## src/rtl/cache_refill_controller_if.sv

```systemverilog
// Bundle of signals between the refill controller, the cache lookup path,
// the cache data/tag arrays and the single-word memory port.
// The master modport is the refill controller's view; the slave modport is the environment's.
interface cache_refill_controller_if #(
    parameter int WAYS        = 4,
    parameter int TAG_BITS    = 18,
    parameter int INDEX_BITS  = 8,
    parameter int OFFSET_BITS = 6,
    parameter int DATA_WIDTH  = 32
);
    localparam int WAY_W  = $clog2(WAYS);
    localparam int WORD_W = OFFSET_BITS - 2;
    localparam int ADDR_W = TAG_BITS + INDEX_BITS + OFFSET_BITS;

    // Miss request from the lookup path
    logic                       miss_valid;
    logic                       miss_ready;
    logic [TAG_BITS-1:0]        miss_tag;
    logic [INDEX_BITS-1:0]      miss_index;
    logic [WAYS-1:0]            set_valid;
    logic [WAYS-1:0]            set_dirty;
    logic [WAYS*TAG_BITS-1:0]   set_tags;

    // Victim read port of the data array
    logic                       cache_rd_en;
    logic [WAY_W-1:0]           cache_rd_way;
    logic [INDEX_BITS-1:0]      cache_rd_index;
    logic [WORD_W-1:0]          cache_rd_word;
    logic [DATA_WIDTH-1:0]      cache_rd_data;

    // Refill write port of the data array and tag update
    logic                       fill_we;
    logic [WAY_W-1:0]           fill_way;
    logic [INDEX_BITS-1:0]      fill_index;
    logic [WORD_W-1:0]          fill_word;
    logic [DATA_WIDTH-1:0]      fill_data;
    logic                       tag_we;

    // Single-word memory port
    logic                       mem_req;
    logic                       mem_we;
    logic [ADDR_W-1:0]          mem_addr;
    logic [DATA_WIDTH-1:0]      mem_wdata;
    logic                       mem_ack;
    logic [DATA_WIDTH-1:0]      mem_rdata;

    // Completion
    logic                       done;
    logic [WAY_W-1:0]           done_way;

    modport master (
        input  miss_valid, miss_tag, miss_index, set_valid, set_dirty, set_tags,
        output miss_ready,
        output cache_rd_en, cache_rd_way, cache_rd_index, cache_rd_word,
        input  cache_rd_data,
        output fill_we, fill_way, fill_index, fill_word, fill_data, tag_we,
        output mem_req, mem_we, mem_addr, mem_wdata,
        input  mem_ack, mem_rdata,
        output done, done_way
    );

    modport slave (
        output miss_valid, miss_tag, miss_index, set_valid, set_dirty, set_tags,
        input  miss_ready,
        input  cache_rd_en, cache_rd_way, cache_rd_index, cache_rd_word,
        output cache_rd_data,
        input  fill_we, fill_way, fill_index, fill_word, fill_data, tag_we,
        input  mem_req, mem_we, mem_addr, mem_wdata,
        output mem_ack, mem_rdata,
        input  done, done_way
    );
endinterface

```

## src/rtl/cache_refill_controller.sv

```systemverilog
// Miss-handling sequencer for a set-associative cache: picks a victim way,
// writes a dirty victim back word by word, refills the line from memory and
// then issues the tag/valid update.
module cache_refill_controller #(
    parameter int WAYS            = 4,
    parameter int TAG_BITS        = 18,
    parameter int INDEX_BITS      = 8,
    parameter int OFFSET_BITS     = 6,
    parameter int DATA_WIDTH      = 32,
    parameter int LINE_SIZE_BYTES = 64
) (
    input  logic                      clk,
    input  logic                      rst,
    cache_refill_controller_if.master bus
);
    localparam int WAY_W  = $clog2(WAYS);
    localparam int WORD_W = OFFSET_BITS - 2;
    localparam int WORDS  = LINE_SIZE_BYTES * 8 / DATA_WIDTH;

    localparam logic [WORD_W-1:0] LAST_WORD = WORD_W'(WORDS - 1);
    localparam logic [WAY_W-1:0]  LAST_WAY  = WAY_W'(WAYS - 1);

    localparam logic [2:0] S_IDLE   = 3'd0;
    localparam logic [2:0] S_WB_RD  = 3'd1;
    localparam logic [2:0] S_WB_WR  = 3'd2;
    localparam logic [2:0] S_FILL   = 3'd3;
    localparam logic [2:0] S_UPDATE = 3'd4;

    logic [2:0]            state_q,     state_d;
    logic [WORD_W-1:0]     word_q,      word_d;
    logic [WAY_W-1:0]      rr_q,        rr_d;
    logic [WAY_W-1:0]      victim_q,    victim_d;
    logic [TAG_BITS-1:0]   vtag_q,      vtag_d;
    logic [TAG_BITS-1:0]   mtag_q,      mtag_d;
    logic [INDEX_BITS-1:0] index_q,     index_d;

    logic                  inv_found;
    logic [WAY_W-1:0]      inv_way;
    logic [WAY_W-1:0]      victim;
    logic [TAG_BITS-1:0]   victim_tag;
    logic                  victim_dirty;

    // Victim choice for the set presented with the miss: lowest invalid way, else round-robin
    always_comb begin
        // NOTE: every combinational output gets a default first so no path leaves it unassigned (no latch).
        inv_found  = 1'b0;
        inv_way    = '0;
        victim_tag = '0;
        for (int w = WAYS - 1; w >= 0; w--) begin
            if (!bus.set_valid[w]) begin
                inv_found = 1'b1;
                inv_way   = WAY_W'(w);
            end
        end
        victim = inv_found ? inv_way : rr_q;
        for (int w = 0; w < WAYS; w++) begin
            if (WAY_W'(w) == victim) begin
                victim_tag = bus.set_tags[w*TAG_BITS +: TAG_BITS];
            end
        end
        victim_dirty = bus.set_valid[victim] & bus.set_dirty[victim];
    end

    // Next-state logic for the sequencer, word counter, round-robin pointer and latched miss
    always_comb begin
        state_d  = state_q;
        word_d   = word_q;
        rr_d     = rr_q;
        victim_d = victim_q;
        vtag_d   = vtag_q;
        mtag_d   = mtag_q;
        index_d  = index_q;
        case (state_q)
            S_IDLE: begin
                if (bus.miss_valid) begin
                    mtag_d   = bus.miss_tag;
                    index_d  = bus.miss_index;
                    victim_d = victim;
                    vtag_d   = victim_tag;
                    word_d   = '0;
                    // The pointer only moves when the set was full and it supplied the victim
                    if (!inv_found) begin
                        rr_d = (rr_q == LAST_WAY) ? '0 : rr_q + WAY_W'(1);
                    end
                    state_d = victim_dirty ? S_WB_RD : S_FILL;
                end
            end
            S_WB_RD: begin
                state_d = S_WB_WR;
            end
            S_WB_WR: begin
                if (bus.mem_ack) begin
                    if (word_q == LAST_WORD) begin
                        word_d  = '0;
                        state_d = S_FILL;
                    end else begin
                        word_d  = word_q + WORD_W'(1);
                        state_d = S_WB_RD;
                    end
                end
            end
            S_FILL: begin
                if (bus.mem_ack) begin
                    if (word_q == LAST_WORD) begin
                        word_d  = '0;
                        state_d = S_UPDATE;
                    end else begin
                        word_d  = word_q + WORD_W'(1);
                    end
                end
            end
            S_UPDATE: begin
                state_d = S_IDLE;
            end
            default: begin
                state_d = S_IDLE;
            end
        endcase
    end

    // State registers with synchronous reset; a reset mid-refill simply abandons the line
    always_ff @(posedge clk) begin
        // NOTE: sequential state uses non-blocking assignments so all registers update together at the edge.
        if (rst) begin
            state_q  <= S_IDLE;
            word_q   <= '0;
            rr_q     <= '0;
            victim_q <= '0;
            vtag_q   <= '0;
            mtag_q   <= '0;
            index_q  <= '0;
        end else begin
            state_q  <= state_d;
            word_q   <= word_d;
            rr_q     <= rr_d;
            victim_q <= victim_d;
            vtag_q   <= vtag_d;
            mtag_q   <= mtag_d;
            index_q  <= index_d;
        end
    end

    // Strobes are plain state decodes; address and data come straight from the latched miss
    assign bus.miss_ready     = (state_q == S_IDLE);

    assign bus.cache_rd_en    = (state_q == S_WB_RD);
    assign bus.cache_rd_way   = victim_q;
    assign bus.cache_rd_index = index_q;
    assign bus.cache_rd_word  = word_q;

    assign bus.fill_we        = (state_q == S_FILL) && bus.mem_ack;
    assign bus.fill_way       = victim_q;
    assign bus.fill_index     = index_q;
    assign bus.fill_word      = word_q;
    assign bus.fill_data      = bus.mem_rdata;
    assign bus.tag_we         = (state_q == S_UPDATE);

    assign bus.mem_req        = (state_q == S_WB_WR) || (state_q == S_FILL);
    assign bus.mem_we         = (state_q == S_WB_WR);
    assign bus.mem_addr       = {(state_q == S_WB_WR) ? vtag_q : mtag_q, index_q, word_q, 2'b00};
    assign bus.mem_wdata      = bus.cache_rd_data;

    assign bus.done           = (state_q == S_UPDATE);
    assign bus.done_way       = victim_q;

endmodule

```

## src/flat_wrapper.sv

```systemverilog
// flat-port wrapper written by rule: the top's interface ports become plain ports
module cache_refill_controller_flat 
#(
    parameter int WAYS            = 4,
    parameter int TAG_BITS        = 18,
    parameter int INDEX_BITS      = 8,
    parameter int OFFSET_BITS     = 6,
    parameter int DATA_WIDTH      = 32,
    parameter int LINE_SIZE_BYTES = 64
)
  (clk, rst, bus_miss_valid, bus_miss_tag, bus_miss_index, bus_set_valid, bus_set_dirty, bus_set_tags, bus_miss_ready, bus_cache_rd_en, bus_cache_rd_way, bus_cache_rd_index, bus_cache_rd_word, bus_cache_rd_data, bus_fill_we, bus_fill_way, bus_fill_index, bus_fill_word, bus_fill_data, bus_tag_we, bus_mem_req, bus_mem_we, bus_mem_addr, bus_mem_wdata, bus_mem_ack, bus_mem_rdata, bus_done, bus_done_way);
  cache_refill_controller_if #(.WAYS(WAYS), .TAG_BITS(TAG_BITS), .INDEX_BITS(INDEX_BITS), .OFFSET_BITS(OFFSET_BITS), .DATA_WIDTH(DATA_WIDTH)) bus_i ();
  input  logic clk;
  input  logic rst;
  input wire logic [$bits(bus_i.miss_valid)-1:0] bus_miss_valid;
  input wire logic [$bits(bus_i.miss_tag)-1:0] bus_miss_tag;
  input wire logic [$bits(bus_i.miss_index)-1:0] bus_miss_index;
  input wire logic [$bits(bus_i.set_valid)-1:0] bus_set_valid;
  input wire logic [$bits(bus_i.set_dirty)-1:0] bus_set_dirty;
  input wire logic [$bits(bus_i.set_tags)-1:0] bus_set_tags;
  output wire logic [$bits(bus_i.miss_ready)-1:0] bus_miss_ready;
  output wire logic [$bits(bus_i.cache_rd_en)-1:0] bus_cache_rd_en;
  output wire logic [$bits(bus_i.cache_rd_way)-1:0] bus_cache_rd_way;
  output wire logic [$bits(bus_i.cache_rd_index)-1:0] bus_cache_rd_index;
  output wire logic [$bits(bus_i.cache_rd_word)-1:0] bus_cache_rd_word;
  input wire logic [$bits(bus_i.cache_rd_data)-1:0] bus_cache_rd_data;
  output wire logic [$bits(bus_i.fill_we)-1:0] bus_fill_we;
  output wire logic [$bits(bus_i.fill_way)-1:0] bus_fill_way;
  output wire logic [$bits(bus_i.fill_index)-1:0] bus_fill_index;
  output wire logic [$bits(bus_i.fill_word)-1:0] bus_fill_word;
  output wire logic [$bits(bus_i.fill_data)-1:0] bus_fill_data;
  output wire logic [$bits(bus_i.tag_we)-1:0] bus_tag_we;
  output wire logic [$bits(bus_i.mem_req)-1:0] bus_mem_req;
  output wire logic [$bits(bus_i.mem_we)-1:0] bus_mem_we;
  output wire logic [$bits(bus_i.mem_addr)-1:0] bus_mem_addr;
  output wire logic [$bits(bus_i.mem_wdata)-1:0] bus_mem_wdata;
  input wire logic [$bits(bus_i.mem_ack)-1:0] bus_mem_ack;
  input wire logic [$bits(bus_i.mem_rdata)-1:0] bus_mem_rdata;
  output wire logic [$bits(bus_i.done)-1:0] bus_done;
  output wire logic [$bits(bus_i.done_way)-1:0] bus_done_way;
  assign bus_i.miss_valid = bus_miss_valid;
  assign bus_i.miss_tag = bus_miss_tag;
  assign bus_i.miss_index = bus_miss_index;
  assign bus_i.set_valid = bus_set_valid;
  assign bus_i.set_dirty = bus_set_dirty;
  assign bus_i.set_tags = bus_set_tags;
  assign bus_miss_ready = bus_i.miss_ready;
  assign bus_cache_rd_en = bus_i.cache_rd_en;
  assign bus_cache_rd_way = bus_i.cache_rd_way;
  assign bus_cache_rd_index = bus_i.cache_rd_index;
  assign bus_cache_rd_word = bus_i.cache_rd_word;
  assign bus_i.cache_rd_data = bus_cache_rd_data;
  assign bus_fill_we = bus_i.fill_we;
  assign bus_fill_way = bus_i.fill_way;
  assign bus_fill_index = bus_i.fill_index;
  assign bus_fill_word = bus_i.fill_word;
  assign bus_fill_data = bus_i.fill_data;
  assign bus_tag_we = bus_i.tag_we;
  assign bus_mem_req = bus_i.mem_req;
  assign bus_mem_we = bus_i.mem_we;
  assign bus_mem_addr = bus_i.mem_addr;
  assign bus_mem_wdata = bus_i.mem_wdata;
  assign bus_i.mem_ack = bus_mem_ack;
  assign bus_i.mem_rdata = bus_mem_rdata;
  assign bus_done = bus_i.done;
  assign bus_done_way = bus_i.done_way;
  cache_refill_controller #(.WAYS(WAYS), .TAG_BITS(TAG_BITS), .INDEX_BITS(INDEX_BITS), .OFFSET_BITS(OFFSET_BITS), .DATA_WIDTH(DATA_WIDTH), .LINE_SIZE_BYTES(LINE_SIZE_BYTES)) u_core (.clk(clk), .rst(rst), .bus(bus_i));
endmodule
```

## config.mk

```make
export PLATFORM = sky130hd
export DESIGN_NAME = cache_refill_controller_flat
export DESIGN_NICKNAME = d
export VERILOG_FILES = /design/src/rtl/cache_refill_controller_if.sv /design/src/rtl/cache_refill_controller.sv /design/src/flat_wrapper.sv
export SDC_FILE = /design/constraint.sdc
export NUM_CORES = 1
export LEC_CHECK = 0
export ABC_CLOCK_PERIOD_IN_PS = 2800
export CAP_MARGIN = 20
export CORE_AREA = 4 4 117 119
export DETAILED_ROUTE_END_ITERATION = 7
export DIE_AREA = 0 0 121 123
export GPL_TIMING_DRIVEN = 1
export PLACE_DENSITY_LB_ADDON = 0.12
export SETUP_SLACK_MARGIN = 0.1
export SYNTH_ARGS = -nofsm -noshare
export SYNTH_HDL_FRONTEND = slang
export SYNTH_SLANG_ARGS = --single-unit
```

## constraint.sdc

```tcl
create_clock -name clk -period 2.8 [get_ports clk]
set_input_delay 0.84 -clock clk [delete_from_list [all_inputs] [get_ports clk]]
set_output_delay 0.84 -clock clk [all_outputs]
set_load 0.02 [all_outputs]
```

# [After elaboration in Yosys (flattened, before gate mapping)]
# Index checks and enable logic that the tools add are counted.
[word_totals] register_bits=55
[op_classes] add_sub_neg=2 n_lt_le_gt_ge=1 n_eq_ne=14 muxes=30 bitwise_logic=2 reduce_logical=10
[op_table] op="$mux W18" n=5
[op_table] op="$mux W2" n=8
[op_table] op="$mux W3" n=4
[op_table] op="$mux W4" n=3
[op_table] op="$pmux W3 S4" n=1
[op_table] op="$pmux W4 S2" n=1
[op_table] op="$eq A3 B2 Y1 const B" n=2
[op_table] op="$mux W1" n=6
[op_table] op="$ne A2 B1 Y1 const B" n=3
[op_table] op="$reduce_and A3 Y1" n=2
[op_table] op="$add A4 B1 Y4 const B" n=1
[op_table] op="$bmux W1 S2" n=2
[op_table] op="$eq A2 B2 Y1 const A" n=2
[op_table] op="$eq A4 B4 Y1 const B" n=1
[op_table] op="$ne A2 B2 Y1 const B" n=2
[op_table] op="$reduce_and A4 Y1" n=1
[op_table] op="$eq A3 B1 Y1 const B" n=1
[op_table] op="$eq A3 B3 Y1 const B" n=1
[op_table] op="$logic_not A3 Y1" n=1
[op_table] op="$lt A2 B3 Y1 const B" n=1
[op_table] op="$add A2 B1 Y2 const B" n=1
[op_table] op="$eq A1 B2 Y1 const A" n=1
[op_table] op="$eq A2 B2 Y1 const B" n=1
[op_table] op="$logic_not A2 Y1" n=1
[op_table] op="7 further kinds" n=7

# [Longest topological paths before layout]
# Gate-level depths: netlist (run 1).
[logic_depth] depth_word=11 depth_mapped=6 ltp_nobuf=5

# [Worst setup path after synthesis (run 1)]
# OpenSTA, ideal clock, no wires.
[synth_path] path_kind="register to output" startpoint="register u_core.state_q[2]" endpoint="output port bus_mem_addr[22]" t_arrival_ns=1.693 required_ns=1.960 slack_ns=0.267 path_stages_with_launch=7 cell_sequence="dfxtp_1 > nor2b_1 > buf_2 > nor2b_1 > buf_2 > buf_2 > mux2_2"
[synth_between] elab_chain_cells=2
[synth_rtl] item="start, declared" line="cache_refill_controller.sv:29" text="logic [2:0] state_q, state_d;"
[synth_rtl] item="start signal, assigned" line="cache_refill_controller.sv:133" text="state_q <= state_d;"
[synth_rtl] item="$eq A3 B2 Y1"
[synth_rtl] item="named net bus_mem_we" line="flat_wrapper.sv:34" text="output wire logic [$bits(bus_i.mem_we)-1:0] bus_mem_we;"
[synth_rtl] item="$mux W18" line="cache_refill_controller.sv:160" text="assign bus.mem_addr = {(state_q == S_WB_WR) ? vtag_q : mtag_q, index_q, word_q, 2'b00};"
[synth_rtl] item="end, declared" line="flat_wrapper.sv:35" text="output wire logic [$bits(bus_i.mem_addr)-1:0] bus_mem_addr;"
# The timed path passes the listed nets, and every way through them passes these cells.

# [Final worst setup path (run 1)]
[layout_path] startpoint="input port bus_mem_ack" endpoint="output port bus_fill_we"
[layout_between] elab_chain_cells=1
[layout_rtl] item="start, declared" line="flat_wrapper.sv:37" text="input wire logic [$bits(bus_i.mem_ack)-1:0] bus_mem_ack;"
[layout_rtl] item="$logic_and A1 B1 Y1" line="cache_refill_controller.sv:151" text="assign bus.fill_we = (state_q == S_FILL) && bus.mem_ack;"
[layout_rtl] item="end, declared" line="flat_wrapper.sv:27" text="output wire logic [$bits(bus_i.fill_we)-1:0] bus_fill_we;"
# No other way between the ends.

==> results of run 1 <==
-- state kept, by name (all words and copies together), names as in the netlist --
name / flops
u_core.bus.cache_rd_index: 8
u_core.vtag_q: 18
u_core.rr_q: 2
u_core.mtag_q: 18
u_core.bus.cache_rd_way: 2
u_core.state_q: 3
u_core.bus.cache_rd_word: 4
-- final timing paths --
path / slack [ns] / endpoint / cells past startpoint / from
worst max register to register: 0.80 / u_core.bus.cache_rd_word[3] / 6 / u_core.state_q[2]
worst min register to register: 0.45 / u_core.mtag_q[15] / 2 / u_core.mtag_q[15]
worst min-delay path: 0.45 / u_core.mtag_q[15] / 2 / u_core.mtag_q[15]
worst max-delay path: 0.18 / bus_fill_we / 3 / bus_mem_ack
-- what timing repair did --
item | CTS | global route
setup buffers | 0 | 4
hold buffers | 0 | 0
gates cloned | 0 | 0
gates resized for setup | 21 | 20
setup endpoints to repair | 19 | 20
-- worst reg2reg max path, delay by kind of cell (launching register included) --
| family | cells | cell delay, ns |
|---|---|---|
| and+or+nand+nor | 1 | 0.76 |
| DFF | 1 | 0.33 |
| AOI/OAI and AO/OA | 3 | 0.46 |
| buffers and inverters | 2 | 0.39 |
-- power by group through the flow --
stage                     registers, mW  clock network (mW)  logic, mW
final                             0.879               0.641      0.702
after global routing              0.887               0.690      0.758
after CTS                         0.879               0.656      0.698
after detailed placement          0.897                   0      0.714
after global placement            0.895                   0      0.710
after floorplan                   0.895                   0      0.486
-- routing by layer --
metal,GRT usage [%],up-vias,share of wire [%]
met4,7.51,0,3.1
met3,2.79,57,6.4
met2,28.2,131,52
li1,-,1718,-
met5,0,-,0
met1,18.5,1626,39
-- cells by family (layout without fill, tap and decap cells) --
kind of cell	Yosys count	after routing	synth area share [%]
and+or+nand+nor	149	149	19.3
buffers and inverters	133	209	23.6
AOI/OAI and AO/OA	121	121	20.5
DFF	55	55	30.0
muxes	19	19	5.80
adders and majority gates	2	2	0.682
other	1	3	0.102
-- placed cells by master (no fill, tap or decap), drive strengths merged, types with 5 or more instances in the layout --
cell and n:
nand2 74, buf 23, clkbuf 12, nor2 22, mux2 18, o21ai 21, dfxtp 55, a21boi 19
and3 21, clkdlybuf4s15 10, nand3 5, clkdlybuf4s50 156, a31oi 5, a311oi 16, a21oi 52
-- through the flow --
step	TNS (ns)	hold WS, ns	setup WS (ns)
floorplan	0	0.434	0.267
global placement	-0.123	0.440	-0.123
detailed placement	-0.128	0.447	-0.128
CTS	0	0.456	0.100
global route	0	0.474	0.0975
finish	0	0.455	0.178
-- area by class of cell --
cell class                 instances  share of cell area [%]
timing repair buffer             198                    38.1
antenna                            1                  0.0484
tap                              172                    4.16
multi-input combinational        293                    33.3
clock inverter                     1                   0.169
sequential                        55                    21.3
clock buffer                       7                    2.76
inverter                           3                   0.218
==> metrics.csv, run 1 <==
stage,metric,value,unit
worst_setup_path,end_kind,output pin,
synth,ys_seq_elements,55,
synth,synth_cell_types,42,
place,portBuffers,176,
synth,synthesis.area,0.00367,sq mm
floorplan,core-area,0.0126,sq mm
layout,instances_no_fill,730,
layout,nNetsFinal,732,
synth,synth_top_flop_cell,dfxtp_1,
power_and_ir_drop,pwr-share-clk,28.8,%
synth,syn_inst,480,
global_route,grt_usage,15.9,%
synth,synth_top_area_cell,dfxtp_1,
layout,fin_area,0.00517,sq mm
outcome,outcome,finished clean,
place,dpl.cell_count,717,
worst_setup_path,cp_cell_sequence,clkdlybuf4s50_1 > and3_1 > clkdlybuf4s15_1,
cts,cts_max_path_buffers,2,
synth,synth_edf_count,0,
power_and_ir_drop,internal_power,1.57,mW
route,drt_iter0_markers,172,
synth,yosys.area.top_type_share,30.0,%
synth,syn_area_per_cell,7.64,sq um
worst_setup_path,critical_path.top_delay_family,buffers and inverters,
worst_setup_path,crit_slowest_cell,clkdlybuf4s50_1,
run,drv_cap,0,
floorplan,dieArea,0.0149,sq mm
power_and_ir_drop,p_per_area,430,mW/mm^2
cts,clk_latency,0.29,ns
route,wl_per_cell,17.6,um
worst_setup_path,cp.arrival,1.78,ns
route,drt_pass1_iterations,5,
layout,fill_cells,1326,
worst_setup_path,worstSetupPathType,input pin to output pin,
power_and_ir_drop,seq_power_share,39.6,%
layout,multi_input_area,0.00172,sq mm
global_route,grt_pass1_wl,18.4,mm
cts,cts_num_sinks,55,
route,ant_nets,0,
cts,numCtsBuffers,5,
synth,synth_most_common_cell,buf_4,
floorplan,die_w,121,um
synth,ys_seq_area_share,30.0,%
floorplan,start_util,29.2,%
floorplan,dieHeight,123,um
route,viasPerCell,4.84,
timing,layout_worst_path_cycle_share,93.6,%
timing,setup_viol,0,
cts,h-tree-depth,2,
cts,tritoncts,built,
worst_setup_path,crit_fanout,2,
global_route,grt_max_degree,49,
cts,clk_pin_slew_worst_paths,0.07,ns
place,placed_area,0.00501,sq mm
power_and_ir_drop,ir_drop,0.274,mV
synth,async_flop_share,0,%
route,drc_errors,0,
global_route,grt_pass1_vias,3267,
timing,skew,0.00726,ns
route,vias,3532,
worst_setup_path,crit_path_start_kind,input pin,
timing,timing.final.hold_violations,0,
layout,ff_latch_area,0.00110,sq mm
layout,drive_gt1_share,11.0,%
worst_setup_path,cp_num_buf_inv,2,
hold_path,hp-class,register to register,
timing,rsz0062_at_grt,yes,
power_and_ir_drop,swShare,29.4,%
synth,yosysWarnings,0,
synth,yosys-top-cells-count,"buf_4 (95), nand2_1 (74), dfxtp_1 (55)",
route,drt-total-wl,12.9,mm
place,gp_congestion,0.837,
timing,slew_violations,0,
timing,finalCriticalPeriod,2.62,ns
power_and_ir_drop,power,2.22,mW
synth,synthTopCellsByArea,"dfxtp_1 (30%), buf_4 (19%), nand2_1 (7.6%)",
cts,clockRootBuffer,clkbuf_16,
power_and_ir_drop,power.leakage,1.96,nW
timing,fmaxAchievable,0.381,GHz
power_and_ir_drop,switchingPower,0.653,mW
global_route,grt_overflow,0,
worst_setup_path,slowest_delay,0.47,ns
place,dpl.hpwl,9.93,mm
layout,area_growth,40.9,%
worst_setup_path,crit_required,1.96,ns
floorplan,pin_count,307,
floorplan,core.rowCount,41,
layout,post-route-util,41.1,%
global_route,antenna_found_initial,0,
power_and_ir_drop,combPwrFrac,31.6,%
Note: power is estimated with default switching activity, not from simulation.
==> inputs of run 2 (changes only) <==
--- a/config.mk
+++ b/config.mk
@@ -5,11 +5,12 @@
 export SDC_FILE = /design/constraint.sdc
 export NUM_CORES = 1
 export LEC_CHECK = 0
-export ABC_CLOCK_PERIOD_IN_PS = 2800
+export ABC_CLOCK_PERIOD_IN_PS = 3300
 export CAP_MARGIN = 20
-export CORE_AREA = 4 4 117 119
+export CORE_AREA = 2 2 121 123
+export CTS_BUF_LIST = sky130_fd_sc_hd__clkbuf_4 sky130_fd_sc_hd__clkbuf_8
 export DETAILED_ROUTE_END_ITERATION = 7
-export DIE_AREA = 0 0 121 123
+export DIE_AREA = 0 0 123 125
 export GPL_TIMING_DRIVEN = 1
 export PLACE_DENSITY_LB_ADDON = 0.12
 export SETUP_SLACK_MARGIN = 0.1
==> constraint.sdc (replaced) <==
create_clock -name clk -period 3.3 [get_ports clk]
set_input_delay 0.99 -clock clk [delete_from_list [all_inputs] [get_ports clk]]
set_output_delay 0.99 -clock clk [all_outputs]
set_load 0.02 [all_outputs]
==> run 2 against run 1 <==
  * Via count decreased by 2.4%
  * Clock skew increased by 0.0052 ns
  * Cell count increased by 0.68%
  * Flip-flop and latch count unchanged
  * Sequential share of layout area increased by 0.42 points
  * Register-to-register slack improved by 0.50 ns
  * Critical endpoint unchanged
  * Highest routed layer unchanged
==> metrics.csv, run 2 (synthesis gave the netlist of run 1 again) <==
stage,metric,value,unit,change
layout,instances_no_fill,735,,was 730
place,dpl.hpwl,9.56,mm,was 9.93 mm
worst_setup_path,worstSetupPathType,input pin to output pin,,unchanged
timing,rsz0062_at_grt,no,,was yes
timing,layout_worst_path_cycle_share,89.6,%,
timing,timing.final.hold_violations,0,,unchanged
layout,area_growth,38.2,%,was 40.9%
route,wl_per_cell,16.9,um,was 17.6 um
cts,clockRootBuffer,clkbuf_8,,was clkbuf_16
global_route,grt_pass1_vias,3298,,was 3267
route,viasPerCell,4.69,,was 4.84
timing,fmaxAchievable,0.338,GHz,
worst_setup_path,end_kind,output pin,,unchanged
outcome,outcome,finished clean,,unchanged
route,ant_nets,0,,unchanged
place,portBuffers,176,,unchanged
global_route,grt_overflow,0,,unchanged
place,dpl.cell_count,726,,was 717
global_route,grt_pass1_wl,18.4,mm,about the same
cts,cts_max_path_buffers,2,,unchanged
layout,nNetsFinal,725,,was 732
floorplan,start_util,25.8,%,was 29.2%
floorplan,pin_count,307,,unchanged
worst_setup_path,crit_path_start_kind,input pin,,unchanged
run,drv_cap,0,,unchanged
power_and_ir_drop,ir_drop,0.166,mV,was 0.274 mV
timing,setup_ws,0.344,ns,was 0.178 ns
cts,clk_latency,0.32,ns,was 0.29 ns
worst_setup_path,crit_required,2.31,ns,was 1.96 ns
global_route,grt_max_degree,49,,unchanged
worst_setup_path,cp.arrival,1.97,ns,was 1.78 ns
timing,tightest_slew,0.544,ns,
timing,slew_headroom,63.7,%,
cts,tritoncts,built,,unchanged
timing,setup_tns,0,ns,unchanged
cts,h-tree-depth,2,,unchanged
global_route,antenna_found_initial,0,,unchanged
timing,slew_violations,0,,unchanged
cts,cts_num_sinks,55,,unchanged
floorplan,core.rowCount,44,,was 41
worst_setup_path,crit_fanout,2,,unchanged
global_route,grt_usage,15.4,%,was 15.9%
cts,clk_pin_slew_worst_paths,0.11,ns,was 0.07 ns
floorplan,dieArea,0.0154,sq mm,was 0.0149 sq mm
floorplan,core-area,0.0142,sq mm,was 0.0126 sq mm
cts,ctsHoldBuffers,0,,unchanged
power_and_ir_drop,power.leakage,1.97,nW,was 1.96 nW
cts,cts_resized,18,,was 21
place,gp_congestion,0.887,,was 0.837
route,vias,3447,,was 3532
layout,drive_gt1_share,9.09,%,was 11.0%
cts,numCtsBuffers,5,,unchanged
route,drt_iter0_markers,209,,was 172
timing,finalCriticalPeriod,2.96,ns,
route,drt_pass1_iterations,4,,was 5
route,drc_errors,0,,unchanged
place,pre_cts_ws,0.0716,ns,was -0.128 ns
timing,skew,0.0125,ns,was 0.00726 ns
route,drt-total-wl,12.4,mm,was 12.9 mm
cts,post-cts-setup-buffer-count,0,,unchanged
floorplan,die_w,123,um,was 121 um
floorplan,dieHeight,125,um,was 123 um
hold_path,hp-class,register to register,,unchanged
layout,fill_cells,1473,,was 1326
power_and_ir_drop,p_per_area,368,mW/mm^2,was 430 mW/mm^2
layout,post-route-util,35.7,%,was 41.1%
power_and_ir_drop,power,1.87,mW,was 2.22 mW
layout,layout_common_cells,"clkdlybuf4s50_1 (156), nand2_1 (74), dfxtp_1 (55)",,unchanged
layout,layout_commonest_cell,clkdlybuf4s50_1,,unchanged
timing,setup_viol,0,,unchanged
-- run 2: path summary, 6_finish.rpt --
check	endpoint	start	slack, ns	cells past startpoint
worst min-delay path	u_core.mtag_q[13]	u_core.mtag_q[13]	0.46	2
worst max-delay path	bus_fill_we	bus_mem_ack	0.34	3
worst max register to register	u_core.bus.cache_rd_word[3]	u_core.state_q[0]	1.30	5
worst min register to register	u_core.mtag_q[13]	u_core.mtag_q[13]	0.46	2
-- run 2: power by group --
group          internal [mW]  switching [mW]  total, mW
Sequential             0.713          0.0349      0.748
Combinational          0.296           0.273      0.568
Clock                  0.303           0.246      0.549
-- run 2: final cells by class --
class	instances	area (sq um)	share of cell area, %
tap	184	230	4.54
timing repair buffer	191	1870	36.9
multi-input combinational	293	1720	33.8
antenna	1	2.50	0.0494
clock buffer	5	68.8	1.36
inverter	3	11.3	0.222
clock inverter	3	67.6	1.33
sequential	55	1100	21.7
-- run 2: critical path, stage by stage --
cell and delay (ns):
clkdlybuf4s50_1 0.48, and3_1 0.17, dlygate4sd2_1 0.33
-- run 2: layer usage --
metal | vias up | track usage, % | wire [um]
li1 | 1696 | - | -
met1 | 1576 | 18.2 | 4920
met2 | 127 | 26.9 | 6390
met3 | 48 | 2.51 | 690
met4 | 0 | 7.35 | 431
met5 | - | 0 | 0
-- run 2: through the flow --
stage	instance area, sq um	hold WS, ns
2_1_floorplan	3670	0.434
3_3_place_gp	4940	0.440
3_5_place_dp	4940	0.448
4_1_cts	5060	0.465
5_1_grt	5070	0.477
6_report	5070	0.462
==> inputs of run 3 (changes only) <==
--- a/config.mk
+++ b/config.mk
@@ -5,12 +5,13 @@
 export SDC_FILE = /design/constraint.sdc
 export NUM_CORES = 1
 export LEC_CHECK = 0
+export ABC_AREA = 1
 export ABC_CLOCK_PERIOD_IN_PS = 3300
 export CAP_MARGIN = 20
-export CORE_AREA = 2 2 121 123
+export CORE_MARGIN = 1
+export CORE_UTILIZATION = 23
 export CTS_BUF_LIST = sky130_fd_sc_hd__clkbuf_4 sky130_fd_sc_hd__clkbuf_8
 export DETAILED_ROUTE_END_ITERATION = 7
-export DIE_AREA = 0 0 123 125
 export GPL_TIMING_DRIVEN = 1
 export PLACE_DENSITY_LB_ADDON = 0.12
 export SETUP_SLACK_MARGIN = 0.1
==> run 3 against run 2 <==
  * Fmax down 4.0%
  * Count of clock-buffer cells in the layout unchanged
  * Utilization down 3.5 points
  * Register-to-register slack worse by 0.16 ns
  * Largest cell class unchanged
  * Largest power group is now combinational cells
==> metrics.csv, run 3 <==
stage,metric,value,unit,change
outcome,outcome,finished clean,,unchanged
worst_setup_path,rr_endpoint,u_core.bus.cache_rd_word[3],,unchanged
floorplan,dieArea,0.0161,sq mm,was 0.0154 sq mm
layout,ff_latch_area,0.00110,sq mm,unchanged
synth,synth_compound_area_share,21.5,%,was 20.5%
global_route,grt_usage,14.7,%,was 15.4%
layout,layout_commonest_cell,clkdlybuf4s50_1,,unchanged
cts,clk_latency,0.31,ns,was 0.32 ns
route,met3WireLength,750,um,was 690 um
place,dpl.hpwl,9.23,mm,was 9.56 mm
cts,cts_max_path_buffers,2,,unchanged
timing,setup_viol,0,,unchanged
worst_setup_path,reg2reg_depth,8,,was 5
global_route,grt_max_degree,54,,was 49
timing,rsz0062_at_grt,no,,unchanged
worst_setup_path,reg2reg_slack,1.14,ns,was 1.30 ns
cts,clk_pin_slew_worst_paths,0.10,ns,was 0.11 ns
timing,skew,0.0105,ns,was 0.0125 ns
global_route,grt_pass1_vias,3298,,unchanged
timing,tightest_slew,0.856,ns,was 0.544 ns
route,routed-wl-met2,5.83,mm,was 6.39 mm
synth,yosys-top-cells-count,"buf_4 (96), nand2_1 (81), o21ai_0 (74)",,"was buf_4 (95), nand2_1 (74), dfxtp_1 (55)"
synth,synth_simple_gate_area_share,19.7,%,was 19.3%
layout,drive_gt1_share,6.08,%,was 9.09%
layout,multi_input_area,0.00152,sq mm,was 0.00172 sq mm
synth,ys_seq_elements,55,,unchanged
synth,synth_most_common_cell,buf_4,,unchanged
floorplan,core-area,0.0152,sq mm,was 0.0142 sq mm
cts,tritoncts,built,,unchanged
timing,layout_worst_path_cycle_share,93.3,%,was 89.6%
layout,layout_common_cells,"clkdlybuf4s50_1 (171), nand2_1 (81), o21ai_0 (74)",,"was clkdlybuf4s50_1 (156), nand2_1 (74), dfxtp_1 (55)"
layout,area_growth,36.6,%,was 38.2%
synth,async_flop_share,0,%,unchanged
global_route,antenna_found_initial,0,,unchanged
hold_path,hp-class,register to register,,unchanged
synth,synth_cell_types,33,,was 42
synth,synth_top_family_by_area,buffers and inverters,,unchanged
timing,slew_headroom,42.9,%,was 63.7%
power_and_ir_drop,switchingPower,1.26,mW,was 0.554 mW
floorplan,pin_count,307,,unchanged
worst_setup_path,crit_end,bus_mem_addr[26],,was bus_fill_we
worst_setup_path,rr_startpoint,u_core.state_q[0],,unchanged
route,drt_pass1_iterations,5,,was 4
power_and_ir_drop,seq_power_share,32.3,%,was 40.1%
worst_setup_path,cp.arrival,2.09,ns,was 1.97 ns
route,drt-total-wl,12.1,mm,was 12.4 mm
worst_setup_path,worstSetupPathType,register to output pin,,was input pin to output pin
layout,nNetsFinal,753,,was 725
floorplan,core.rowCount,45,,was 44
place,gp_congestion,0.789,,was 0.887
synth,synth_top_flop_cell,dfxtp_1,,unchanged
floorplan,die_w,127,um,was 123 um
layout,fill_cells,1640,,was 1473
route,ant_nets,0,,unchanged
power_and_ir_drop,p_per_area,608,mW/mm^2,was 368 mW/mm^2
synth,synthAdderAreaFrac,0.699,%,was 0.682%
route,viasPerCell,4.47,,was 4.69
synth,synth_xor_xnor_area_share,0.245,%,was 0%
synth,synth_top_area_cell,dfxtp_1,,unchanged
timing,setup_tns,0,ns,unchanged
place,placed_area,0.00480,sq mm,was 0.00494 sq mm
worst_setup_path,crit_fanout,37,,was 2
power_and_ir_drop,ir_drop,0.201,mV,was 0.166 mV
worst_setup_path,cp-startpoint,u_core.state_q[1],,was bus_mem_ack
floorplan,dieHeight,127,um,was 125 um
run,drv_cap,0,,unchanged
worst_setup_path,crit_required,2.31,ns,about the same
synth,synthesis.area,0.00358,sq mm,was 0.00367 sq mm
power_and_ir_drop,power.leakage,1.89,nW,was 1.97 nW
route,wl_met1,5.10,mm,was 4.92 mm
cts,h-tree-depth,2,,unchanged
synth,synthTopCellsByArea,"dfxtp_1 (31%), buf_4 (20%), o21ai_0 (10%)",,"was dfxtp_1 (30%), buf_4 (19%), nand2_1 (7.6%)"
synth,yosys.area.top_type_share,30.8,%,was 30.0%
cts,cts_num_sinks,55,,unchanged
worst_setup_path,crit_path_start_kind,register,,was input pin
synth,yosysWarnings,0,,unchanged
route,drc_errors,0,,unchanged
timing,slew_violations,0,,unchanged
timing,finalCriticalPeriod,3.08,ns,was 2.96 ns
route,vias,3414,,was 3447
timing,fmaxAchievable,0.325,GHz,was 0.338 GHz
synth,synth_edf_count,0,,unchanged
global_route,grt_overflow,0,,unchanged
layout,fin_area,0.00489,sq mm,was 0.00507 sq mm
synth,synth.area.mux_share,0,%,was 5.80%
power_and_ir_drop,pwr-share-clk,12.3,%,was 29.4%
floorplan,start_util,23.5,%,was 25.8%
power_and_ir_drop,swShare,42.6,%,was 29.7%
synth,syn_inst,506,,was 480
synth,ys_seq_area_share,30.8,%,was 30.0%
route,wl_per_cell,15.8,um,was 16.9 um
route,drt_iter0_markers,176,,was 209
layout,diodes,0,,was 1
power_and_ir_drop,internal_power,1.71,mW,was 1.31 mW
power_and_ir_drop,combPwrFrac,55.3,%,was 30.5%
route,route.top_layer_used,met4,,unchanged
cts,clockRootBuffer,clkbuf_8,,unchanged
timing,timing.final.hold_violations,0,,unchanged
worst_setup_path,end_kind,output pin,,unchanged
global_route,grt_pass1_wl,18.1,mm,was 18.4 mm
synth,syn_area_per_cell,7.07,sq um,was 7.64 sq um
cts,numCtsBuffers,5,,unchanged
place,portBuffers,176,,unchanged
## run 3: power by group through the flow
| stage | Sequential [mW] | Clock (mW) | Combinational [mW] |
|---|---|---|---|
| 2_1_floorplan | 0.987 | 0 | 1.07 |
| 3_3_place_gp | 0.973 | 0 | 1.65 |
| 6_report | 0.961 | 0.366 | 1.64 |
| 3_5_place_dp | 0.976 | 0 | 1.67 |
| 5_1_grt | 0.983 | 0.414 | 1.80 |
| 4_1_cts | 0.961 | 0.388 | 1.67 |
## run 3: cell type report
type | instances | share of cell area, %
Multi-Input combinational cell | 299 | 31.0
Timing Repair Buffer | 182 | 37.4
Tap cell | 188 | 4.81
Clock inverter | 1 | 0.154
Clock buffer | 5 | 1.41
Inverter | 34 | 2.66
Sequential cell | 55 | 22.5
## run 3: metrics by stage
step | util, % | setup slack [ns] | std cells | hold WS (ns) | power [mW]
floorplan | - | 0.825 | 507 | 0.425 | 2.06
global placement | 31.6 | 0.0681 | 758 | 0.436 | 2.63
detailed placement | 31.6 | 0.0684 | 758 | 0.442 | 2.64
CTS | 32.1 | 0.182 | 764 | 0.455 | 3.02
global route | 32.1 | 0.102 | 764 | 0.478 | 3.19
finish | 32.1 | 0.220 | 764 | 0.453 | 2.97
## run 3: how the worst min path moves through the flow
stage                            startpoint                end  cells after the start
final                      u_core.mtag_q[9]   u_core.mtag_q[9]                      2
after global placement    u_core.mtag_q[14]  u_core.mtag_q[14]                      2
after floorplan            u_core.mtag_q[0]   u_core.mtag_q[0]                      2
after detailed placement  u_core.mtag_q[11]  u_core.mtag_q[11]                      2
after global routing      u_core.mtag_q[11]  u_core.mtag_q[11]                      2
after CTS                 u_core.mtag_q[11]  u_core.mtag_q[11]                      2
## run 3: critical path, stage by stage, from the launching register on
cell and delay [ns]:
dfxtp_1 0.41, nand2_1 0.15, nor2_2 0.17, buf_12 0.20, nand2_1 0.09, o21ai_0 0.10
clkdlybuf4s50_1 0.64
## run 3: metal layers
layer / vias to the layer above / global-route usage (%)
met4: 0 / 7.28
met5: - / 0
met2: 153 / 25.3
li1: 1701 / -
met1: 1510 / 17.6
met3: 50 / 2.70
## run 3: kinds of logic after synthesis
logic type,Yosys count
XOR/XNOR,1
other,1
AND/OR/NAND/NOR,159
adder cells (fa/ha/maj),2
buffers and inverters,153
AO/OA/AOI/OAI,135
flip-flops,55
## run 3: repair_timing
item,4_1_cts,5_1_grt
gates resized for setup,1,4
hold buffers,0,0
setup buffers,0,0
endpoints found under the setup margin,1,4
==> edit 1, RTL diff (flow settings as in run 1) <==
`INDEX_BITS` is set to 8 in 3 places; all go to 7.
--- a/src/rtl/cache_refill_controller_if.sv
+++ b/src/rtl/cache_refill_controller_if.sv
@@ -4,7 +4,7 @@
 interface cache_refill_controller_if #(
     parameter int WAYS        = 4,
     parameter int TAG_BITS    = 18,
-    parameter int INDEX_BITS  = 8,
+    parameter int INDEX_BITS  = 7,
     parameter int OFFSET_BITS = 6,
     parameter int DATA_WIDTH  = 32
 );
--- a/src/rtl/cache_refill_controller.sv
+++ b/src/rtl/cache_refill_controller.sv
@@ -4,7 +4,7 @@
 module cache_refill_controller #(
     parameter int WAYS            = 4,
     parameter int TAG_BITS        = 18,
-    parameter int INDEX_BITS      = 8,
+    parameter int INDEX_BITS      = 7,
     parameter int OFFSET_BITS     = 6,
     parameter int DATA_WIDTH      = 32,
     parameter int LINE_SIZE_BYTES = 64
--- a/src/flat_wrapper.sv
+++ b/src/flat_wrapper.sv
@@ -3,7 +3,7 @@
 #(
     parameter int WAYS            = 4,
     parameter int TAG_BITS        = 18,
-    parameter int INDEX_BITS      = 8,
+    parameter int INDEX_BITS      = 7,
     parameter int OFFSET_BITS     = 6,
     parameter int DATA_WIDTH      = 32,
     parameter int LINE_SIZE_BYTES = 64
Ports: changed (resized bus_cache_rd_index, bus_fill_index, bus_mem_addr and bus_miss_index); port bits go from 307 to 303. The function was not compared with the original's and may differ.
==> edit 1 against run 1 <==
- largest power group unchanged
- count of clock-buffer cells in the layout shrank 2
- area after synthesis shrank 0.55%
- critical endpoint is now bus_mem_addr[18]
- worst setup slack lost 18 ps
- highest routed layer unchanged
- power shrank 1.9%
- final area shrank 1.3%
- non-clock buffer count grew 1
- sequential cell count shrank 1
- routed wire length shrank 1.9%
==> edit 1: results (changes against run 1) <==
status finished clean; GPL Wtd Cong 0.8518 (+1.7%); ANT cells 0 (-1); P_leak 1.935 nW (-1.5%); Hold EP u_core.mtag_q[15]; Initial DRT Pass Iterations 4 (-1); detailed placement HPWL 9874 um (-0.51%); initial antenna violation count 0 (unchanged); Hold Path Cell Cnt 2 (unchanged); Commonest cells post-synth buf_4, nand2_1, dfxtp_1, a21oi_1, nor2_1; Post-synth ARST share 0% (unchanged); sequential area share after synthesis 29.63% (-0.38 points); Worst Skew 5.195 ps (-2.064 ps); largest net degree at the start of global routing 45 (-8.2%); RR Endpoint u_core.rr_q[0]; Num CTS Buffers 5 (unchanged); Min-Delay Path Class flop to flop; GRT Util Overall 15.66% (-0.22 points); first-pass GRT wire length 18220 um (-1.1%); HP Start u_core.mtag_q[15]; share of layout cells above drive strength 1 12.45% (+1.5 points); Routed WL 12620 um (-1.9%); Fill cells 1302 (-1.8%); clk slew on worst S/H paths 70 ps (about the same); setup slack, reg-to-reg 930 ps (+130 ps); Max Root-Sink Buffers 2 (unchanged); Synth cell types 45 (+7.1%); worst-path fanout max 10 (+8); IO buf count 172 (-2.3%); Peak VDD IR 206.5 uV (-25%); Ys Warns 0 (unchanged); worst reg2reg path depth 5 (-1); vias in the first global route 3288 (+0.64%); largest cells by area after synthesis dfxtp_1, buf_4, nand2_1; clock root buffer clkbuf_16; worst reg2reg startpoint u_core.state_q[0]; via count 3466 (-1.9%); worst skew pair latency 290 ps (about the same); Placed Area 4952 sq um (-1.1%); Final #Nets 728 (-0.55%); prevailing post-synth register cell dfxtp_1; normalized max-slew margin 41.10%; drt initial violations 181 (+5.2%)
edit 1: cell count changes in the layout (fill, tap and decap cells not counted), moves of 2 or more:
cell                    run 1  this run
clkdlybuf4s50_1           156       152
dlygate4sd2_1               4         0
buf_4                      16        24
nand2_1                    74        72
a21oi_1                    52        50
clkdlybuf4s15_1            10        14
buf_12                      6         1
edit 1: cell type report:
class | count | area (sq um) | area share, %
Clock inverter | 3 | 21.27 | 0.4171
Clock buffer | 5 | 125.1 | 2.453
Inverter | 3 | 11.26 | 0.2208
Sequential cell | 54 | 1081 | 21.20
Timing Repair Buffer | 199 | 1918 | 37.61
Multi-Input combinational cell | 290 | 1728 | 33.88
Tap cell | 172 | 215.2 | 4.220
edit 1: worst max-delay path by stage:
| stage | cells past startpoint | endpoint | startpoint |
|---|---|---|---|
| final | 5 | bus_mem_addr[18] | u_core.state_q[1] |
| after global routing | 5 | bus_mem_addr[18] | u_core.state_q[1] |
| after CTS | 5 | bus_mem_addr[13] | u_core.state_q[1] |
| after detailed placement | 3 | bus_fill_we | bus_mem_ack |
| after global placement | 3 | bus_fill_we | bus_mem_ack |
| after floorplan | 6 | bus_mem_addr[21] | u_core.state_q[2] |
edit 1: report_power, final:
part           total (mW)  switching [mW]  internal [mW]  leakage (nW)
logic               0.690           0.328          0.362          1.42
registers           0.864          0.0390          0.825         0.443
clock network       0.627           0.295          0.332        0.0698
edit 1: worst max-delay path, cell delays in order, from the launching register on:
cell and delay [ps]:
dfxtp_1 340, nor2b_2 170, nor2b_4 190, buf_8 160, mux2_2 330, clkdlybuf4s15_1 320
edit 1: cells by family after synthesis:
group                      count (synthesis)  share of synthesized area [%]
other                                      1                         0.1028
AOI/OAI and AO/OA                        120                          20.68
adders and majority gates                  2                         0.6858
DFF                                       54                          29.63
buffers and inverters                    130                          23.63
and+or+nand+nor                          147                          19.44
muxes                                     19                          5.830
edit 1: stage by stage:
step | TNS, ps | setup WS (ps) | hold WS, ps | instances | total power [mW]
final | 0 | 160.4 | 454.0 | 726 | 2.181
after global placement | -123.4 | -123.4 | 439.2 | 717 | 1.577
after global routing | 0 | 74.84 | 471.2 | 726 | 2.289
after CTS | 0 | 36.39 | 457.5 | 725 | 2.197
after detailed placement | -130.8 | -130.8 | 446.4 | 717 | 1.583
after floorplan | 0 | 333.0 | 433.8 | 474 | 1.364
edit 1: what timing repair did:
item,in CTS,in global routing
endpoints found under the setup margin,19,20
resized for setup,20,28
buffers inserted,0,1
edit 1: layer usage:
| metal | vias up | track usage (%) | part of all wire [%] |
|---|---|---|---|
| met4 | 0 | 8.144 | 4.2 |
| met5 | - | 0 | 0 |
| met2 | 125 | 26.61 | 49 |
| met3 | 54 | 2.104 | 5.3 |
| li1 | 1700 | - | - |
| met1 | 1587 | 19.37 | 41 |
==> edit 2, RTL diff (settings of run 1) <==
Made on the original files. Take the reset off `word_q`, `vtag_q` and `mtag_q` and load them in a clocked block of their own.
--- a/src/rtl/cache_refill_controller.sv
+++ b/src/rtl/cache_refill_controller.sv
@@ -123,21 +123,21 @@
         // NOTE: sequential state uses non-blocking assignments so all registers update together at the edge.
         if (rst) begin
             state_q  <= S_IDLE;
-            word_q   <= '0;
             rr_q     <= '0;
             victim_q <= '0;
-            vtag_q   <= '0;
-            mtag_q   <= '0;
             index_q  <= '0;
         end else begin
             state_q  <= state_d;
-            word_q   <= word_d;
             rr_q     <= rr_d;
             victim_q <= victim_d;
-            vtag_q   <= vtag_d;
-            mtag_q   <= mtag_d;
             index_q  <= index_d;
         end
+    end
+
+    always_ff @(posedge clk) begin
+        word_q <= word_d;
+        vtag_q <= vtag_d;
+        mtag_q <= mtag_d;
     end
 
     // Strobes are plain state decodes; address and data come straight from the latched miss
Check against the original RTL: not equivalent (Yosys sat finds a counterexample within 4 cycles, from zero or initial values and one cycle with rst high).
==> edit 2 against run 1 <==
- non-clock buffer count shrank 11
- worst setup slack lost 28 ps
- clock power up 7.8%
- power increased by 7.6%
- final area shrank 3.3%
- largest cell class unchanged
- area after synthesis shrank 3.2%
- routed wire length down 26%
- critical endpoint is now bus_mem_addr[29]
- sequential cell count did not move
- combinational power increased by 2%
==> edit 2: results (changes against run 1) <==
status finished clean; placed insts 579 (-19%); vias per inst 4.317 (-11%); Initial DRT Pass Iterations 4 (-1); Routed WL 9515 um (-26%); Final Non-Filler Cells 587 (-20%); GRT Util Overall 11.79% (-4.1 points); post-synthesis xor/xnor area fraction 0.2467% (+0.25 points); cts repair resizes 26 (+24%); ANT cells 0 (-1); Post-synth EDFFs 40 (+40); worst reg2reg path depth 5 (-1); vias in the first global route 2569 (-21%); largest cells by area after synthesis edfxtp_1, buf_4, mux2i_1; FF+latch area 1503 sq um (+36%); Synth Area in Adders 0.7047% (+0.023 points); share of layout cells above drive strength 1 12.29% (+1.3 points); detailed placement HPWL 7408 um (-25%); largest net degree at the start of global routing 31 (-37%); Commonest cells post-synth buf_4, mux2i_1, edfxtp_1, nand2_1, mux2_2; first-pass GRT wire length 13610 um (-26%); Worst Skew 9.810 ps (+2.551 ps); Synth cell types 38 (-9.5%); Synth Area per Inst 10.89 sq um (+43%); prevailing post-synth register cell edfxtp_1; multiplexer share of the synthesized area 21.21% (+15 points); Peak VDD IR 266.2 uV (-2.9%); P_leak 1.831 nW (-6.8%); total internal power 1.725 mW (+10%)
## edit 2: logic make-up (layout without fill, tap and decap cells)
family                     count (synthesis)  in the layout
AOI/OAI and AO/OA                         27             27
muxes                                     73             73
buffers and inverters                    114            202
and+or+nand+nor                           53             53
other                                      1              2
adders and majority gates                  2              2
xor gates and xnor gates                   1              1
DFF                                       55             55
## edit 2: final timing paths
check                                                    end                          from  slack [ps]
worst max-delay path                        bus_mem_addr[29]             u_core.state_q[2]         150
worst max register to register             u_core.mtag_q[15]             u_core.state_q[0]        1040
worst min-delay path            u_core.bus.cache_rd_index[3]  u_core.bus.cache_rd_index[3]         480
worst min register to register  u_core.bus.cache_rd_index[3]  u_core.bus.cache_rd_index[3]         480
## edit 2: critical path: stages (launching register included)
cell and delay (ps):
dfxtp_2 360, inv_2 90, nand2_2 100, nor2_4 110
buf_12 180, mux2_2 340, dlygate4sd2_1 330
## edit 2: layout make-up
cell class | count | area share [%]
clock inverters | 2 | 0.3253
repair buffers | 187 | 37.14
inverters | 7 | 0.5255
multi-input cells | 158 | 24.65
well taps | 172 | 4.304
flip-flops and latches | 55 | 30.06
clock buffers | 6 | 3.003
## edit 2: power groups by stage
stage / clock (mW) / combinational [mW] / sequential, mW
final: 0.691 / 0.713 / 0.987
after CTS: 0.724 / 0.731 / 0.989
after global routing: 0.745 / 0.765 / 0.997
after detailed placement: 0 / 0.753 / 1.01
after global placement: 0 / 0.750 / 1.00
after floorplan: 0 / 0.510 / 1.02
## edit 2: metal layers
layer / vias up / global-route usage (%) / share of wire (%)
met3: 39 / 2.745 / 6.0
li1: 1225 / - / -
met1: 1188 / 12.32 / 36
met5: - / 0 / 0
met4: 0 / 5.382 / 3.1
met2: 82 / 22.33 / 55
